--- src/rtl/input_conditioner_pkg.sv ---
// ---------------------------------------------------------------------------
// input_conditioner_pkg
//   Shared defaults for the board input front end. The LED controller top and
//   its bench pull the same constants so switch/button widths and the debounce
//   window stay consistent across the design.
// ---------------------------------------------------------------------------
package input_conditioner_pkg;

    localparam int IC_N_SW            = 4;   // slide switches
    localparam int IC_N_BTN           = 4;   // push buttons
    localparam int IC_SYNC_STAGES     = 2;   // metastability flops per pin
    localparam int IC_DEBOUNCE_CYCLES = 16;  // stable cycles to accept a level

    // Counter width for a debounce window of d cycles (holds 0..d-1).
    function automatic int cnt_width(input int d);
        return (d <= 2) ? 1 : $clog2(d);
    endfunction

endpackage

--- src/rtl/input_conditioner_debounce_bit.sv ---
// ---------------------------------------------------------------------------
// debounce_bit
//   One raw pin -> synchroniser chain -> run-length filter -> stable level.
//   The stable level only flips after the synchronised input has disagreed
//   with it for DEBOUNCE_CYCLES consecutive cycles; any return to the stable
//   level restarts the run.
// Ports
//   clock       in   system clock
//   i_ck_reset  in   async active-low reset
//   i_raw       in   raw pin, asynchronous to clock
//   o_level     out  debounced level (flop)
//   o_accept    out  combinational: the level flips on the coming edge
// ---------------------------------------------------------------------------
module debounce_bit
    import input_conditioner_pkg::*;
#(
    parameter int SYNC_STAGES     = IC_SYNC_STAGES,
    parameter int DEBOUNCE_CYCLES = IC_DEBOUNCE_CYCLES
) (
    input  logic clock,
    input  logic i_ck_reset,
    input  logic i_raw,
    output logic o_level,
    output logic o_accept
);

    localparam int CW = cnt_width(DEBOUNCE_CYCLES);
    localparam logic [CW-1:0] LAST = CW'(DEBOUNCE_CYCLES - 1);

    logic [SYNC_STAGES-1:0] sync_q;
    logic [CW-1:0]          cnt;
    logic                   s;

    assign s = sync_q[SYNC_STAGES-1];

    // Lets the parent register change/press pulses in the same edge that
    // updates o_level, so they line up with the new level.
    assign o_accept = (s != o_level) && (cnt == LAST);

    always_ff @(posedge clock or negedge i_ck_reset) begin
        if (!i_ck_reset) begin
            sync_q  <= '0;
            cnt     <= '0;
            o_level <= 1'b0;
        end else begin
            sync_q <= {sync_q[SYNC_STAGES-2:0], i_raw};
            if (s == o_level) begin
                cnt <= '0;
            end else if (cnt == LAST) begin
                o_level <= s;
                cnt     <= '0;   // clears on accept, never wraps
            end else begin
                cnt <= cnt + CW'(1);
            end
        end
    end

endmodule

--- src/rtl/input_conditioner.sv ---
// ---------------------------------------------------------------------------
// input_conditioner
//   Board input front end: debounces switches and buttons and derives the
//   event signals the LED shift/flash controller consumes.
// Ports
//   clock        in   system clock, rising edge
//   i_ck_reset   in   async active-low reset
//   i_sw         in   [N_SW]  raw switch pins
//   i_btn        in   [N_BTN] raw button pins, active high
//   o_sw         out  [N_SW]  debounced switch levels
//   o_sw_change  out  1-cycle pulse, aligned with any o_sw update
//   o_btn        out  [N_BTN] debounced button levels
//   o_btn_press  out  [N_BTN] 1-cycle pulse on debounced rise, aligned with o_btn
//   o_btn_sel    out  [N_BTN] one-hot of last pressed button, 0 until first press
// ---------------------------------------------------------------------------
module input_conditioner
    import input_conditioner_pkg::*;
#(
    parameter int N_SW            = IC_N_SW,
    parameter int N_BTN           = IC_N_BTN,
    parameter int SYNC_STAGES     = IC_SYNC_STAGES,
    parameter int DEBOUNCE_CYCLES = IC_DEBOUNCE_CYCLES
) (
    input  logic             clock,
    input  logic             i_ck_reset,
    input  logic [N_SW-1:0]  i_sw,
    input  logic [N_BTN-1:0] i_btn,
    output logic [N_SW-1:0]  o_sw,
    output logic             o_sw_change,
    output logic [N_BTN-1:0] o_btn,
    output logic [N_BTN-1:0] o_btn_press,
    output logic [N_BTN-1:0] o_btn_sel
);

    logic [N_SW-1:0]  sw_accept;
    logic [N_BTN-1:0] btn_accept;
    logic [N_BTN-1:0] sel_next;

    for (genvar i = 0; i < N_SW; i++) begin : g_sw
        debounce_bit #(
            .SYNC_STAGES    (SYNC_STAGES),
            .DEBOUNCE_CYCLES(DEBOUNCE_CYCLES)
        ) u_db (
            .clock     (clock),
            .i_ck_reset(i_ck_reset),
            .i_raw     (i_sw[i]),
            .o_level   (o_sw[i]),
            .o_accept  (sw_accept[i])
        );
    end

    for (genvar i = 0; i < N_BTN; i++) begin : g_btn
        debounce_bit #(
            .SYNC_STAGES    (SYNC_STAGES),
            .DEBOUNCE_CYCLES(DEBOUNCE_CYCLES)
        ) u_db (
            .clock     (clock),
            .i_ck_reset(i_ck_reset),
            .i_raw     (i_btn[i]),
            .o_level   (o_btn[i]),
            .o_accept  (btn_accept[i])
        );
    end

    // Lowest-index press wins: scan high to low so the last hit is the lowest.
    always_comb begin
        sel_next = '0;
        for (int i = N_BTN - 1; i >= 0; i--) begin
            if (o_btn_press[i]) begin
                sel_next    = '0;
                sel_next[i] = 1'b1;
            end
        end
    end

    always_ff @(posedge clock or negedge i_ck_reset) begin
        if (!i_ck_reset) begin
            o_sw_change <= 1'b0;
            o_btn_press <= '0;
            o_btn_sel   <= '0;
        end else begin
            // An accept always flips the level, so any accept is a change.
            o_sw_change <= |sw_accept;
            // Accept while the level is low is a rise; falls produce nothing.
            o_btn_press <= btn_accept & ~o_btn;
            if (|o_btn_press)
                o_btn_sel <= sel_next;
        end
    end

endmodule

--- config.mk ---
export PLATFORM = sky130hd
export DESIGN_NAME = input_conditioner
export DESIGN_NICKNAME = d
export VERILOG_FILES = /design/src/rtl/input_conditioner_pkg.sv /design/src/rtl/input_conditioner_debounce_bit.sv /design/src/rtl/input_conditioner.sv
export SDC_FILE = /design/constraint.sdc
export NUM_CORES = 1
export LEC_CHECK = 0
export CORE_ASPECT_RATIO = 1.1
export CORE_MARGIN = 10
export CORE_UTILIZATION = 40
export CTS_CLUSTER_SIZE = 20
export DETAILED_ROUTE_END_ITERATION = 8
export DONT_BUFFER_PORTS = 1
export GPL_ROUTABILITY_DRIVEN = 0
export PLACE_DENSITY = 0.66
export RECOVER_POWER = 25
export SETUP_SLACK_MARGIN = 0.3
export SLEW_MARGIN = 30
export SYNTH_ARGS = -nofsm -noshare
export SYNTH_HDL_FRONTEND = slang
export SYNTH_HIERARCHICAL = 1
export SYNTH_SLANG_ARGS = --single-unit
export TNS_END_PERCENT = 50
--- constraint.sdc ---
create_clock -name clock -period 2.6 [get_ports clock]
set_clock_uncertainty 0.15 [all_clocks]
set_input_delay 0.39 -clock clock [delete_from_list [all_inputs] [get_ports clock]]
set_output_delay 0.39 -clock clock [all_outputs]
set_load 0.01 [all_outputs]
==> impl_metrics.py, run 1 <==
metrics = {
    "critical_path": {
        "crit_family": "simple AND/OR/NAND/NOR gates",
        "r2r_slack_ps": 850,
        "r2r.worst_path.cells": 3,
        "critical_path.max_fanout": 5,
        "path_buf_inv": 0,
        "endpoint_kind": "register",
        "r2r_start": "g_sw[0].u_db/o_level$_DFFE_PN0P_",
        "crit_cells": 3,
        "cp.arrival_ps": 1800,
        "critical_path_class": "register to register",
        "r2r-end": "o_sw_change$_DFF_PN0_",
        "max_stage_delay_ps": 520,
        "path_cells": "xnor2_1 > nor2_1 > or4_1",
        "crit_path_top_delay_cell": "or4_1",
        "critical_path_required_ps": 2650,
        "start_kind": "register",
    },
    "synthesis": {
        "synth_top_cell_area_share_pct": 63.4,
        "async_flop_share_pct": 100,
        "synth_cells": 191,
        "syn_nets": 209,
        "synthFlopType": "dfrtp_1",
        "synth-edff-count": 0,
        "yosysSeqAreaShare_pct": 63.4,
        "netlist_area_sq_mm": 0.00256,
        "syn_avg_cell_area_sq_um": 13.4,
        "ys_warn_count": 6,
        "ys_seq_elements": 65,
        "synthTopCellsByCount": "dfrtp_1, nor2_1, xnor2_1",
        "synth_most_common_cell": "dfrtp_1",
        "yosysUniqueCellTypes": 21,
        "synth_area_leaders": "dfrtp_1, xnor2_1, mux2_4, ha_1, nor2b_1",
        "yosysTopAreaCell": "dfrtp_1",
    },
    "power": {
        "pwr-share-seq_pct": 52.9,
        "p_int_mw": 1.63,
        "power_density_mw_per_mm2": 692,
        "leakagePower_nw": 1.32,
        "switchingPower_mw": 0.435,
        "netSwitchingFraction_pct": 21.1,
        "p_comb_share_pct": 5.4,
        "p_clk_share_pct": 41.7,
        "power_mw": 2.06,
        "vdd_drop_max_uv": 441,
    },
    "cts": {
        "cts_tree": "built",
        "cts_root_buf": "clkbuf_8",
        "htreeDepth": 3,
        "cts_buffers": 9,
        "clock_latency_ps": 330,
        "clkTransAtPathRegs_ps": 70,
        "clock_path_buffers": 2,
        "postCtsSetupBuffers": 0,
        "cts_sinks": 65,
    },
    "sta": {
        "min_period_ps": 1750,
        "max_freq_ghz": 0.571,
        "period_share_pct": 67.4,
        "finalMaxSlewViolations": 0,
        "fin_setup_tns_ps": 0,
        "hold_viol_final": 0,
        "rsz0062_at_grt": "no",
        "max_slew_margin_pct": 69.7,
        "worstMarginPinSlew_ps": 452,
        "finalSetupViolCount": 0,
    },
    "detailed_routing": {
        "drc": 0,
        "avgViaCountPerCell": 4.96,
        "initialDrtViolationCount": 42,
        "drt_first_pass_iters": 4,
        "ant_nets": 0,
        "drt_wl_total_microns": 4030,
        "vias": 1467,
        "wl_per_cell_microns": 13.6,
    },
    "grt": {
        "grt_pass1_wl_microns": 7070,
        "first_global_vias": 1486,
        "antenna_found_initial": 0,
        "grt_max_degree": 66,
        "gr-total-overflow": 0,
        "track_usage_pct": 9.12,
    },
    "worst_hold_path": {
        "worstHoldStart": "g_btn[0].u_db/sync_q[0]$_DFF_PN0_",
        "whs_path_depth": 0,
        "hold_class": "register to register",
        "hold_end": "g_btn[0].u_db/sync_q[1]$_DFF_PN0_",
    },
    "finish": {
        "area_growth_pct": 16.3,
        "antenna_cells": 0,
        "layout.nets": 229,
        "multi_input_area_sq_um": 900,
        "seqCellArea_sq_mm": 0.00163,
        "drive_gt1_share_pct": 15.3,
        "fillCellCount": 548,
    },
    "floorplan": {
        "die_area_sq_mm": 0.0100,
        "io_pins": 27,
        "core-area_sq_mm": 0.00619,
        "rows": 30,
        "fp.dieW_microns": 96.3,
        "die_h_microns": 104,
        "start_util_pct": 41.4,
    },
    "placed_design": {
        "dp_hpwl_microns": 2700,
        "io_buffers": 0,
    },
    "outcome": {
        "status": "complete, no violations",
    },
    "run": {
        "cap_violations": 0,
    },
}
## kinds of logic after synthesis
family | synth area share (%)
simple gates | 12.8
xor+xnor | 5.47
buf+inv | 1.46
flops | 63.4
fa+ha+maj | 3.90
compound gates | 8.20
mux | 4.69
## cell type report
cell class                      instances  area share [%]
Timing Repair Buffer                   10            3.94
Clock inverter                          2            1.17
Clock buffer                           14            5.79
Tap cell                               80            3.36
Sequential cell                        65            54.6
Multi-Input combinational cell        117            30.2
Inverter                                8            1.01
## layer usage
| metal | wire length [microns] | up-vias | GRT usage, % |
|---|---|---|---|
| met5 | 0 | - | 0 |
| met4 | 80 | 0 | 6.34 |
| met3 | 340 | 7 | 4.33 |
| met2 | 1680 | 30 | 11.1 |
| met1 | 1930 | 716 | 12.1 |
| li1 | - | 714 | - |
## state kept, by name, summed over array words and instances, names as in the netlist
| register | count |
|---|---|
| g_btn.u_db/cnt | 16 |
| g_btn.u_db/o_level | 4 |
| o_btn_press | 4 |
| g_sw.u_db/cnt | 16 |
| g_sw.u_db/o_level | 4 |
| g_btn.u_db/sync_q | 8 |
| o_btn_sel | 4 |
| g_sw.u_db/sync_q | 8 |
| o_sw_change | 1 |
## through the flow
step | util (%) | hold WS [ps] | instances | area, sq um | worst slack [ps]
final | 48.1 | 198 | 296 | 2980 | 848
after global routing | 48.1 | 204 | 296 | 2980 | 740
after CTS | 48.1 | 199 | 296 | 2980 | 823
after detailed placement | 42.9 | -53.5 | 270 | 2660 | 820
after global placement | 42.9 | -53.7 | 270 | 2660 | 916
after floorplan | - | -55.6 | 191 | 2560 | 998
## what timing repair did
action                                  in CTS  in global routing
endpoints found under the hold margin       73                  0
endpoints found under the setup margin       0                  0
resized for setup                            0                  0
hold buffers                                10                  0
## worst max-delay path by stage
stage / start / endpoint / slack, ps
final: g_sw[0].u_db/o_level$_DFFE_PN0P_ / o_sw_change$_DFF_PN0_ / 850
after floorplan: g_sw[0].u_db/o_level$_DFFE_PN0P_ / o_sw_change$_DFF_PN0_ / 1000
after global routing: g_sw[1].u_db/o_level$_DFFE_PN0P_ / o_sw_change$_DFF_PN0_ / 740
after global placement: g_sw[0].u_db/o_level$_DFFE_PN0P_ / o_sw_change$_DFF_PN0_ / 920
after detailed placement: g_sw[0].u_db/o_level$_DFFE_PN0P_ / o_sw_change$_DFF_PN0_ / 820
after CTS: g_sw[0].u_db/o_level$_DFFE_PN0P_ / o_sw_change$_DFF_PN0_ / 820
## worst register-to-register path, delay by kind of cell, from the launching register on
kind | cells | cell delay (ps)
flip-flops | 1 | 440
AND/OR/NAND/NOR | 2 | 620
XOR/XNOR | 1 | 420
## cell usage in the layout (no fill, tap or decap), types with 2 or more instances in the layout
cell,n
dfrtp_1,65
nor2_1,19
xnor2_1,16
a21oi_1,15
nor2b_1,13
clkbuf_8,12
dlygate4sd3_1,9
inv_1,8
a311oi_1,8
nand3_2,8
mux2_4,8
ha_1,8
nand4b_1,7
o21ai_0,7
clkbuf_1,2
## power by group through the flow
stage	combinational (mW)	sequential (mW)	clock, mW
after floorplan	0.0657	1.10	0
after global placement	0.0748	1.11	0
after detailed placement	0.0759	1.11	0
after CTS	0.114	1.09	0.899
after global routing	0.130	1.10	0.948
final	0.111	1.09	0.861
Note: power is estimated with default switching activity, not from simulation.
==> run 2: changes to the inputs <==
--- a/config.mk
+++ b/config.mk
@@ -12,7 +12,7 @@
 export DETAILED_ROUTE_END_ITERATION = 8
 export DONT_BUFFER_PORTS = 1
 export GPL_ROUTABILITY_DRIVEN = 0
-export PLACE_DENSITY = 0.66
+export PLACE_DENSITY = 0.68
 export RECOVER_POWER = 25
 export SETUP_SLACK_MARGIN = 0.3
 export SLEW_MARGIN = 30
==> constraint.sdc (replaced) <==
create_clock -name clock -period 1.6 [get_ports clock]
set_clock_uncertainty 0.15 [all_clocks]
set_input_delay 0.24 -clock clock [delete_from_list [all_inputs] [get_ports clock]]
set_output_delay 0.24 -clock clock [all_outputs]
set_load 0.01 [all_outputs]
==> impl_metrics.py, run 2 (synthesized netlist as in run 1, its figures left out) <==
metrics = {
    "sta": {
        "finalMaxSlewViolations": 0,
        "fin_setup_tns_ps": 0,
        "rsz0062_at_grt": "yes",
        "layout_setup_ws_ps": 128,
        "min_period_ps": 1470,
        "max_slew_margin_pct": 81.7,
        "period_share_pct": 92.0,
        "holdWs_ps": -554,
        "hold_viol_final": 65,
        "worstMarginPinSlew_ps": 273,
        "finalSetupViolCount": 0,
        "max_freq_ghz": 0.679,
    },
    "placed_design": {
        "pre_cts_slack_ps": 77.9,
        "io_buffers": 0,
        "numPlacedInstances": 278,
        "place_area_sq_mm": 0.00277,
        "dp_hpwl_microns": 2980,
    },
    "detailed_routing": {
        "drt_wl_total_microns": 4770,
        "initialDrtViolationCount": 52,
        "avgViaCountPerCell": 5.05,
        "drt_first_pass_iters": 4,
        "drc": 0,
        "wl_per_cell_microns": 14.6,
        "vias": 1647,
        "ant_nets": 0,
    },
    "outcome": {
        "violations": "negative hold slack",
        "status": "finished with violations",
    },
    "critical_path": {
        "endpoint_kind": "register",
        "cp.arrival_ps": 1530,
        "cp-startpoint": "g_sw[2].u_db/cnt[0]$_DFF_PN0_",
        "r2r.worst_path.cells": 4,
        "crit_path_top_delay_cell": "or4_1",
        "r2r-end": "o_sw_change$_DFF_PN0_",
        "start_kind": "register",
        "r2r_start": "g_sw[2].u_db/cnt[0]$_DFF_PN0_",
        "path_cells": "ha_2 > nand3_2 > nor2_2 > or4_1",
        "crit_cells": 4,
        "critical_path.max_fanout": 2,
        "critical_path_class": "register to register",
        "crit_family": "simple AND/OR/NAND/NOR gates",
        "r2r_slack_ps": 130,
        "max_stage_delay_ps": 490,
        "critical_path_required_ps": 1660,
        "path_buf_inv": 0,
    },
    "grt": {
        "grt_pass1_wl_microns": 8180,
        "gr-total-overflow": 0,
        "grt_max_degree": 66,
        "antenna_found_initial": 0,
        "first_global_vias": 1795,
        "track_usage_pct": 10.4,
    },
    "power": {
        "power_mw": 3.56,
        "leakagePower_nw": 1.49,
        "power_density_mw_per_mm2": 1070,
        "vdd_drop_max_uv": 767,
    },
    "finish": {
        "multi_input_area_sq_mm": 0.00101,
        "final_util_pct": 53.8,
        "fillCellCount": 511,
        "reg_top3": "g_btn.u_db/cnt (16), g_sw.u_db/cnt (16)",
        "layout.nets": 259,
        "seqCellArea_sq_mm": 0.00163,
        "final_common_cell": "dfrtp_1",
        "antenna_cells": 0,
        "instances_no_fill": 326,
        "area_growth_pct": 29.9,
        "fin_area_sq_mm": 0.00333,
        "final_cell_mix": "dfrtp_1, buf_4, nor2_1",
        "drive_gt1_share_pct": 35.8,
    },
    "cts": {
        "clock_latency_ps": 330,
        "cts_tree": "built",
        "cts_buffers": 9,
        "cts_root_buf": "clkbuf_8",
        "clkTransAtPathRegs_ps": 70,
        "hold_buffers": 8,
        "htreeDepth": 3,
        "clock_path_buffers": 2,
        "cts_sinks": 65,
    },
    "floorplan": {
        "io_pins": 27,
        "core-area_sq_mm": 0.00619,
        "start_util_pct": 41.4,
        "rows": 30,
        "fp.dieW_microns": 96.3,
        "die_area_sq_mm": 0.0100,
        "die_h_microns": 104,
    },
    "worst_hold_path": {
        "hold_class": "primary input to async pin",
    },
    "run": {
        "cap_violations": 0,
    },
}
run 2: area by class of cell:
class / instances / area share (%)
inverter: 8 / 0.902
clock buffer: 10 / 4.13
clock inverter: 6 / 2.71
sequential: 65 / 48.9
tap: 80 / 3.01
multi-input combinational: 117 / 30.3
timing repair buffer: 40 / 10.1
run 2: how the worst max path moves through the flow:
| stage | end | slack, ps |
|---|---|---|
| finish | o_sw_change$_DFF_PN0_ | 130 |
| global route | o_sw_change$_DFF_PN0_ | 80 |
| CTS | o_sw_change$_DFF_PN0_ | 130 |
| detailed placement | o_sw_change$_DFF_PN0_ | 80 |
| global placement | o_sw_change$_DFF_PN0_ | 110 |
| floorplan | o_sw_change$_DFF_PN0_ | 120 |
run 2: report_power, final:
group | switching (mW) | leakage, nW | internal [mW]
combinational | 0.0910 | 0.525 | 0.144
clock | 0.630 | 0.113 | 0.924
sequential | 0.0633 | 0.849 | 1.71
total | 0.784 | 1.49 | 2.78
run 2: timing repair:
item                       in CTS  in global routing
gates resized for setup         6                 14
setup endpoints to repair      15                 29
hold endpoints to repair       73                 65
buffers inserted               20                  4
pin swaps                       6                  9
run 2: metal layers:
metal / global-route usage (%) / wire length [microns] / part of all wire [%] / vias to the layer above
li1: - / - / - / 775
met3: 6.21 / 441 / 9.3 / 6
met1: 10.8 / 1820 / 38 / 827
met5: 0 / 0 / 0 / -
met4: 3.01 / 38 / 0.80 / 0
met2: 17.0 / 2460 / 52 / 39
==> run 3: changes to the inputs <==
--- a/config.mk
+++ b/config.mk
@@ -14,7 +14,6 @@
 export GPL_ROUTABILITY_DRIVEN = 0
 export PLACE_DENSITY = 0.68
 export RECOVER_POWER = 25
-export SETUP_SLACK_MARGIN = 0.3
 export SLEW_MARGIN = 30
 export SYNTH_ARGS = -nofsm -noshare
 export SYNTH_HDL_FRONTEND = slang
==> impl_metrics.py, run 3 (synthesized netlist as in run 1, its figures left out) <==
metrics = {
    "detailed_routing": {
        "vias": 1502,
        "drt_first_pass_iters": 4,
        "wl_per_cell_microns": 14.2,
        "initialDrtViolationCount": 51,
        "drt_wl_total_microns": 4360,
        "drc": 0,
        "ant_nets": 0,
        "avgViaCountPerCell": 4.88,
    },
    "sta": {
        "holdWs_ps": -553,
        "fin_setup_tns_ps": 0,
        "worstMarginPinSlew_ps": 430,
        "max_slew_margin_pct": 71.1,
        "layout_setup_ws_ps": 59.2,
        "min_period_ps": 1540,
        "finalMaxSlewViolations": 0,
        "finalSetupViolCount": 0,
        "hold_viol_final": 65,
        "period_share_pct": 96.3,
        "rsz0062_at_grt": "no",
        "max_freq_ghz": 0.649,
    },
    "power": {
        "p_int_mw": 2.77,
        "p_clk_share_pct": 44.8,
        "vdd_drop_max_uv": 645,
        "netSwitchingFraction_pct": 21.2,
        "switchingPower_mw": 0.745,
        "leakagePower_nw": 1.38,
        "p_comb_share_pct": 4.6,
        "pwr-share-seq_pct": 50.6,
        "power_density_mw_per_mm2": 1140,
    },
    "critical_path": {
        "critical_path_required_ps": 1660,
        "max_stage_delay_ps": 500,
        "cp.arrival_ps": 1600,
        "r2r_start": "g_sw[1].u_db/cnt[0]$_DFF_PN0_",
        "r2r.worst_path.cells": 4,
        "cp-startpoint": "g_sw[1].u_db/cnt[0]$_DFF_PN0_",
        "critical_path.max_fanout": 4,
        "r2r_slack_ps": 60,
        "critical_path_class": "register to register",
        "cp-endpoint": "o_sw_change$_DFF_PN0_",
        "r2r-end": "o_sw_change$_DFF_PN0_",
        "path_cells": "ha_1 > nand3_2 > nor2_1 > or4_1",
        "endpoint_kind": "register",
        "start_kind": "register",
        "crit_path_top_delay_cell": "or4_1",
    },
    "worst_hold_path": {
        "hold_class": "primary input to async pin",
    },
    "cts": {
        "cts_buffers": 9,
        "cts_sinks": 65,
        "htreeDepth": 3,
        "clock_path_buffers": 2,
        "hold_buffers": 8,
        "clkTransAtPathRegs_ps": 70,
        "cts_tree": "built",
        "cts_root_buf": "clkbuf_8",
        "clock_latency_ps": 330,
    },
    "floorplan": {
        "io_pins": 27,
        "core-area_sq_mm": 0.00619,
        "die_area_sq_mm": 0.0100,
        "start_util_pct": 41.4,
        "rows": 30,
        "fp.dieW_microns": 96.3,
        "die_h_microns": 104,
    },
    "finish": {
        "final_cell_mix": "dfrtp_1, nor2_1, a21oi_1, xnor2_1, buf_4",
        "drive_gt1_share_pct": 21.9,
        "layout.nets": 241,
        "final_common_cell": "dfrtp_1",
        "final_util_pct": 49.7,
        "area_growth_pct": 20.2,
        "reg_top3": "g_btn.u_db/cnt (16), g_sw.u_db/cnt (16)",
        "antenna_cells": 0,
    },
    "grt": {
        "first_global_vias": 1579,
        "track_usage_pct": 9.46,
        "antenna_found_initial": 0,
        "grt_max_degree": 66,
        "grt_pass1_wl_microns": 7470,
        "gr-total-overflow": 0,
    },
    "run": {
        "cap_violations": 0,
    },
    "outcome": {
        "violations": "negative hold slack",
        "status": "finished with violations",
    },
    "placed_design": {
        "dp_hpwl_microns": 2870,
        "io_buffers": 0,
        "pre_cts_slack_ps": 49.1,
    },
}
[run 3: power by group through the flow]
stage	sequential, mW	combinational (mW)	clock [mW]
floorplan	1.79	0.108	0
global placement	1.80	0.144	0
detailed placement	1.81	0.145	0
CTS	1.78	0.164	1.62
global route	1.79	0.187	1.70
finish	1.78	0.162	1.57
[run 3: what timing repair did]
| item | 4_1_cts | 5_1_grt |
|---|---|---|
| hold endpoints to repair | 73 | 65 |
| setup buffers | 0 | 0 |
| resized for setup | 0 | 1 |
| endpoints found under the setup margin | 0 | 1 |
[run 3: worst min-delay path by stage]
stage / startpoint / end / slack (ps) / depth (start not counted)
after floorplan: i_ck_reset / g_btn[0].u_db/cnt[0]$_DFF_PN0_ / -210 / 0
after global placement: i_ck_reset / g_sw[2].u_db/cnt[3]$_DFF_PN0_ / -200 / 0
after detailed placement: i_ck_reset / g_sw[2].u_db/cnt[3]$_DFF_PN0_ / -200 / 0
after CTS: i_ck_reset / g_btn[3].u_db/sync_q[0]$_DFF_PN0_ / -580 / 0
after global routing: i_ck_reset / g_sw[2].u_db/cnt[3]$_DFF_PN0_ / -590 / 0
final: i_ck_reset / g_sw[2].u_db/cnt[3]$_DFF_PN0_ / -550 / 0
[run 3: metrics by stage]
| stage | cell area (sq um) | hold slack [ps] | std cells | power (mW) |
|---|---|---|---|---|
| global placement | 2770 | -204 | 284 | 1.95 |
| detailed placement | 2770 | -204 | 284 | 1.95 |
| floorplan | 2570 | -206 | 191 | 1.90 |
| CTS | 3080 | -576 | 308 | 3.57 |
| global route | 3080 | -587 | 308 | 3.68 |
| finish | 3080 | -553 | 308 | 3.51 |
[run 3: routing by layer]
layer | global-route usage, % | share of wire [%] | wire, microns | vias to the layer above
met3 | 6.35 | 11 | 460 | 7
met5 | 0 | 0 | 0 | -
met1 | 11.0 | 44 | 1910 | 725
met2 | 13.3 | 44 | 1940 | 33
met4 | 3.74 | 1.1 | 49 | 0
li1 | - | - | - | 737
[run 3: critical path: cells and delay by family (launching register included)]
family                   cells  cell delay, ps
flip-flops                   1             410
adder cells (fa/ha/maj)      1             230
AND/OR/NAND/NOR              3             620
[run 3: layout make-up]
class / instances / area (sq um)
Clock inverter: 5 / 77.6
Timing Repair Buffer: 22 / 185
Clock buffer: 11 / 151
Inverter: 8 / 30.0
Tap cell: 80 / 100
Sequential cell: 65 / 1630
Multi-Input combinational cell: 117 / 910
Fill cell: 542 / 3110
